## src/rtl/booth_mac_accumulator.sv

```systemverilog
// Saturating multiply-accumulate back end: sums N_TERMS signed Booth products into an
// ACC_W-bit result and offers it on a valid/ready port until the consumer takes it.
module booth_mac_accumulator #(
  parameter int PROD_W  = 12,
  parameter int ACC_W   = 20,
  parameter int N_TERMS = 8
) (
  input  logic              clk,
  input  logic              rst,
  input  logic              clear,
  input  logic [PROD_W-1:0] prod_in,
  input  logic              prod_valid,
  output logic              prod_ready,
  output logic [ACC_W-1:0]  acc_out,
  output logic              acc_valid,
  input  logic              acc_ready,
  output logic              ovf,
  output logic [7:0]        term_cnt
);

  typedef enum logic {ACCUM, HOLD} state_t;

  localparam logic [7:0]       LAST_CNT = 8'(N_TERMS);
  localparam logic [ACC_W-1:0] ACC_MAX  = {1'b0, {(ACC_W-1){1'b1}}};
  localparam logic [ACC_W-1:0] ACC_MIN  = {1'b1, {(ACC_W-1){1'b0}}};

  state_t             state_q, state_d;
  logic [ACC_W-1:0]   acc_q, acc_d;
  logic               ovf_q, ovf_d;
  logic [7:0]         cnt_q, cnt_d;

  logic [ACC_W:0]     sum_ext;
  logic [ACC_W-1:0]   sat_sum;
  logic               sat_hit;
  logic [7:0]         cnt_inc;

  // One guard bit is enough: the sum overflowed exactly when the top two bits disagree.
  always_comb begin
    sum_ext = {acc_q[ACC_W-1], acc_q}
            + {{(ACC_W+1-PROD_W){prod_in[PROD_W-1]}}, prod_in};
    sat_hit = sum_ext[ACC_W] ^ sum_ext[ACC_W-1];
    if (sat_hit) begin
      sat_sum = sum_ext[ACC_W] ? ACC_MIN : ACC_MAX;
    end else begin
      sat_sum = sum_ext[ACC_W-1:0];
    end
    cnt_inc = cnt_q + 8'd1;
  end

  // State register
  always_ff @(posedge clk) begin
    // NOTE: sequential state uses non-blocking assignments so every register samples
    // pre-edge values, independent of statement order.
    if (rst) begin
      state_q <= ACCUM;
      acc_q   <= '0;
      ovf_q   <= 1'b0;
      cnt_q   <= '0;
    end else begin
      state_q <= state_d;
      acc_q   <= acc_d;
      ovf_q   <= ovf_d;
      cnt_q   <= cnt_d;
    end
  end

  // Next-state logic; clear outranks the handshakes and drops any product offered with it.
  always_comb begin
    // NOTE: hold-current defaults first keep every path assigned, so no latches are inferred.
    state_d = state_q;
    acc_d   = acc_q;
    ovf_d   = ovf_q;
    cnt_d   = cnt_q;
    if (clear) begin
      state_d = ACCUM;
      acc_d   = '0;
      ovf_d   = 1'b0;
      cnt_d   = '0;
    end else begin
      unique case (state_q)
        ACCUM: begin
          if (prod_valid) begin
            acc_d = sat_sum;
            ovf_d = ovf_q | sat_hit;
            cnt_d = cnt_inc;
            if (cnt_inc == LAST_CNT) state_d = HOLD;
          end
        end
        HOLD: begin
          if (acc_ready) begin
            state_d = ACCUM;
            acc_d   = '0;
            ovf_d   = 1'b0;
            cnt_d   = '0;
          end
        end
        default: state_d = ACCUM;
      endcase
    end
  end

  // Outputs
  always_comb begin
    prod_ready = (state_q == ACCUM);
    acc_valid  = (state_q == HOLD);
    acc_out    = acc_q;
    ovf        = ovf_q;
    term_cnt   = cnt_q;
  end

endmodule

```

## config.mk

```make
export PLATFORM = sky130hd
export DESIGN_NAME = booth_mac_accumulator
export DESIGN_NICKNAME = d
export VERILOG_FILES = /design/src/rtl/booth_mac_accumulator.sv
export SDC_FILE = /design/constraint.sdc
export NUM_CORES = 1
export LEC_CHECK = 0
export ABC_CLOCK_PERIOD_IN_PS = 2350
export BUFFER_PORTS_ARGS = -buffer_cell sky130_fd_sc_hd__buf_2
export CORE_ASPECT_RATIO = 0.6
export CORE_MARGIN = 2
export CORE_UTILIZATION = 50
export CTS_BUF_LIST = sky130_fd_sc_hd__clkbuf_2 sky130_fd_sc_hd__clkbuf_4 sky130_fd_sc_hd__clkbuf_8
export CTS_CLUSTER_DIAMETER = 50
export CTS_CLUSTER_SIZE = 24
export DETAILED_ROUTE_END_ITERATION = 10
export GPL_TIMING_DRIVEN = 0
export PLACE_DENSITY = 0.76
export SETUP_SLACK_MARGIN = 0.05
export SLEW_MARGIN = 20
export SYNTH_ARGS = -nofsm -noshare
export SYNTH_HDL_FRONTEND = slang
export SYNTH_SLANG_ARGS = --single-unit
export TNS_END_PERCENT = 50
```

## constraint.sdc

```tcl
create_clock -name clk -period 2.35 [get_ports clk]
set_input_delay 0.235 -clock clk [delete_from_list [all_inputs] [get_ports clk]]
set_output_delay 0.235 -clock clk [all_outputs]
set_load 0.02 [all_outputs]
```

[Yosys cells after proc, flatten, opt, wreduce, memory -nomap -nowiden]
Index checks and enable logic that the tools add are counted.
Cells by class
  add/sub/neg operators: 2
  multipliers: 0
  div/mod/pow operators: 0
  $lt $le $gt $ge: 0
  equal/unequal tests: 3
  shift-type cells: 0
  mux-type cells: 15
  bitwise logic cells: 3
  reduce and logical (&&, ||, !) cells: 2
Operators with widths (count)
  20-bit two-way mux: 4
  20-bit one-hot mux with 2 select lines: 1
  20-bit by 12-bit adder with 21-bit output: 1
  8-bit two-way mux: 2
  8-bit one-hot mux with 2 select lines: 1
  8-bit by 1-bit adder with 8-bit output, second input constant: 1
  8-bit by 4-bit == test with 1-bit output, second input constant: 1
  1-bit two-way mux: 5
  2-bit != test, second input constant: 2
  1-bit one-hot mux with 2 select lines: 2
  2-bit AND reduction: 1
  2-bit OR reduction: 1
  1-bit inverter: 1
  1-bit OR: 1
  1-bit bitwise XOR: 1
Storage, ports and cells
  flip-flop bits (word level): 30
  latch bits: 0
  RAM bits: 0
  bits in read-only memories: 0
  input port bits: 17
  output and inout bits: 31
  word-level logic and storage cells: 29
  memories kept: 0

[Logic depth before layout (Yosys ltp)]
  word-level depth: 5
  mapped depth: 11
  mapped depth without buffers: 10

[Worst setup path before layout]
Ideal clock, no wire load.
  kind: register to register
  start point: register acc_q[0], in the netlist acc_out[0]
  end point: register acc_q[16], in the netlist acc_out[16]
  setup time: 0.117 ns
  arrival time: 2.522 ns
  data required time: 2.233 ns
  setup slack: -0.289 ns
  stages on the path, launching flop included: 12
  buffers on the path: 1
  clock period less this slack: 2.639 ns
  path through: dfxtp_1 > ha_1 > fa_1 > a21oi_1 > o221a_2 > a2bb2oi_2 > nand2_2 > a41o_2 > o21bai_4 > buf_2 > a21boi_0 > o21ai_1
On the way
  word-level cells in the longest chain between the ends: 5
  elaborated cells on any way between the ends: 6
  those cells by class: 1 x add/sub; 4 x mux; 1 x bitwise
Ends and longest elaborated chain
  from (decl): RTL line 28  | logic [ACC_W-1:0] acc_q, acc_d;
  from (signal assigned): RTL line 56  | acc_q <= '0;
  from (signal assigned): RTL line 61  | acc_q <= acc_d;
  20-bit by 12-bit adder with 21-bit output *: RTL line 40  | + {{(ACC_W+1-PROD_W){prod_in[PROD_W-1]}}, prod_in};
  20-bit two-way mux or 1-bit bitwise XOR (tied branches): RTL line 43, 41
  20-bit two-way mux *: RTL line 42  | if (sat_hit) begin
  20-bit two-way mux *: RTL line 82  | if (prod_valid) begin
  20-bit one-hot mux with 2 select lines *: RTL line 80  | unique case (state_q)
Mark *: on every way between the ends. The rest lies on a longest branch, timed or not. The select of a mux whose other input is x is not followed.
A chain may end at the register's enable or synchronous reset.

[Final worst setup path]
  start point: register acc_q[1], in the netlist acc_out[1]
  end point: register ovf_q, in the netlist ovf
On the way
  word-level cells in the longest chain between the ends: 5
Ends and longest elaborated chain
  20-bit by 12-bit adder with 21-bit output: RTL line 40
  1-bit bitwise XOR: RTL line 41  | sat_hit = sum_ext[ACC_W] ^ sum_ext[ACC_W-1];
  1-bit OR: RTL line 84  | ovf_d = ovf_q | sat_hit;
  1-bit two-way mux: RTL line 82
  1-bit one-hot mux with 2 select lines: RTL line 80
  to (signal assigned): RTL line 62  | ovf_q <= ovf_d;
  to (decl): RTL line 29  | logic ovf_q, ovf_d;
No other way between the ends. The select of a mux whose other input is x is not followed.

==> results.md <==
* Run status: complete, but fails checks
* Violated checks: setup timing
* Worst EP arrival at 2790 ps
* CP endpoint kind: flop
* Clock Power Share at 0.309
* Die H at 58.7 um
* Async set-reset flop share out of synthesis at 0
* Clock Skew at about 12 ps
* Most numerous cell in the Yosys netlist: nand2_1
* Area of the multi-input gates at 2160 um2
* H-tree depth at 2
* Number of buffers created by CTS at 5
* Clk slew on worst S/H paths at 80 ps
* Area delta synth->final at 42.5%
* DR top layer: met4
* YS warnings at 0
* Layout cells sized above 1 at 0.420
* Vias at 2,917
* Global route overflow at 0
* Sequential fraction of the synthesis area at 0.241
* Placed cell area at 2900 um2
* Fin. Hold Viols at 0
* Worst slew pin tran at between 800 and 900 ps
* Fill count at 327
* Main flop type after synthesis: dfxtp_1
* Hold Path Class: input pin to flop
* Die X at around 95 um
* Initial antenna violation count at 0
* Leakage at between 0.001 and 0.0015 uW
* Distinct cells, synth at 55
* DIE AREA at approximately 5600 um2
* DR WL/cell at 19.5 um
* Core area at approximately 4700 um2
* Sequential Area at between 600 and 700 um2
* Synth Instances at 317
* Pin count of the biggest net entering global routing at 11
* Power Internal at between 1000 and 1500 uW
* Diode count at 0
* Root buf cell: clkbuf_8
* WL met1 at 4030 um
* I/O pins at 48
* Final period utilization at 1.11
* Most frequent cells after synthesis: 50 x nand2_1, 39 x a21oi_1, 30 x dfxtp_1
* Hold path depth at 3
* Slew Viols, Final at 0
* R2R depth at 11
* Peak supply drop at around 400 uV
* CTS sink count at 30
* Starting density of the core at 0.533
* P_sw at around 660 uW
* Post-layout instance area at 3560 um2
* Area of the mapped netlist at 2500 um2
* Power per cell area at 527 nW/um2
* First-pass GRT wire length at approximately 13,000 um
* Syn nets at between 300 and 400
* Seq pwr share at 0.298
* Worst-path maximum fanout at 8
* Max cap viols at 0
* Combinational Power Share at 0.393
* DR DRC count at 0
* Max Buffers Root-to-Sink at 2
* Number of global-route vias before repair at 2,614
* DR iter-0 viols at roughly 290
* Final net count at between 400 and 500
* CTS tree: built
* Setup Viol. Count Final at 20
* Synth top area cells: dfxtp_1 24%, ha_1 11%, a21oi_1 7.8%
* Setup ws final at -256 ps
* Synth top area share at 0.241
* Routed WL at around 8900 um
* Metal3 WL at just over 900 um
* Sw Share at 0.350
* Post-synth EDFFs at 0
* PortBufs at 47
* Max transition margin at 0.441
* Final HPWL DP at between 5000 and 6000 um
* Avg Vias per Cell at about 6.4
* RD Place Congestion at 0.930
* Detailed Routing Iterations Pass 1 at 5
* Critical path type: flop to flop
* Clk_lat worst skew at 300 ps
* Syn_area_per_cell at 7.87 um2
* Post-synth top area cell: dfxtp_1
* Final core utilization at 0.759
* Post-DRT Antenna Nets at 0
* WL met2 at 3720 um
* Clock period minus worst slack at between 2000 and 3000 ps
* Crit path launch type: flop
* Fmax at ~0.38 GHz
* Synthesized flop and latch total at 30
* GRT Total Usage at 0.310
* Rows at 19
* Cts hold-fix bufs at 0
* Setup repair after global routing missed its margin: true
* CP Data Required Time at around 2500 ps
logic make-up after synthesis:
logic type	count (synthesis)	synth area share
simple gates	114	0.204
buf+inv	22	0.0421
xor+xnor	17	0.0596
compound gates	110	0.331
fa+ha+maj	24	0.122
flops	30	0.241
routing by layer:
layer | vias to the layer above | global-route usage
li1 | 1322 | -
met1 | 1357 | 0.450
met5 | - | 0
met4 | 0 | 0.0870
met3 | 40 | 0.0935
met2 | 198 | 0.445
critical path: stages (launching register included):
cell and delay [ps]:
dfxtp_4 360, buf_4 140, fa_2 390, a21oi_4 180, o221a_4 220, a2bb2oi_4 170, nand2_2 90, a41o_4 230
or3b_1 180, buf_6 170, a21oi_1 100, o211a_1 250
final timing paths:
check                          start                      end  slack (ps)
max          acc_out[1]$_SDFFE_PP0P_         ovf$_SDFFE_PP0P_        -260
min                        acc_ready     acc_valid$_SDFF_PP0_         240
max reg2reg  acc_out[1]$_SDFFE_PP0P_         ovf$_SDFFE_PP0P_        -260
min reg2reg  acc_out[4]$_SDFFE_PP0P_  acc_out[4]$_SDFFE_PP0P_         490
through the flow:
step / setup slack (ps) / TNS [ps] / hold slack (ps) / total power (uW) / std cells
2_1_floorplan: -74.9 / -1080 / 405 / 948 / 317
3_3_place_gp: -371 / -6080 / 457 / 1070 / 427
3_5_place_dp: -368 / -6320 / 466 / 1080 / 427
4_1_cts: -166 / -2380 / 219 / 1780 / 451
5_1_grt: -291 / -4530 / 242 / 1940 / 456
6_report: -256 / -3450 / 236 / 1870 / 456
flip-flops by register name (all words and copies together) (netlist names):
name / cells
acc_out: 20
acc_valid: 1
ovf: 1
term_cnt: 8
placed cells by master, fill, tap and decap left out, drive strengths merged, types with 3 or more instances in the layout:
cell	instances
a22oi	3
a31oi	5
a21boi	3
a21o	4
inv	7
xnor2	13
nand4	4
nand2	51
a21oi	42
dfxtp	30
nor2	26
nand3	13
buf	73
o31ai	3
clkbuf	17
o21a	4
nand2b	3
and3	6
o21ai	16
a211oi	3
ha	22
a311oi	15
xor2	4
power groups by stage:
stage	Clock, uW	Combinational, uW	Sequential [uW]
after detailed placement	0	512	565
after global routing	601	778	560
final	580	736	558
after CTS	577	652	555
after floorplan	0	361	587
after global placement	0	503	564
repair_timing:
item / 4_1_cts / 5_1_grt
buffers inserted: 14 / 5
endpoints found under the hold margin: 0 / 0
resized for setup: 38 / 27
cloned: 2 / 0
pin swaps: 15 / 13
setup endpoints to repair: 20 / 21
layout make-up:
| class | count | area share |
|---|---|---|
| clock buffer | 7 | 0.0253 |
| inverter | 7 | 0.00739 |
| tap | 63 | 0.0222 |
| buffer | 15 | 0.0310 |
| clock inverter | 1 | 0.00844 |
| multi-input combinational | 265 | 0.607 |
| timing repair buffer | 68 | 0.123 |
| sequential | 30 | 0.176 |
No activity file was read; power rests on OpenSTA's default activity.
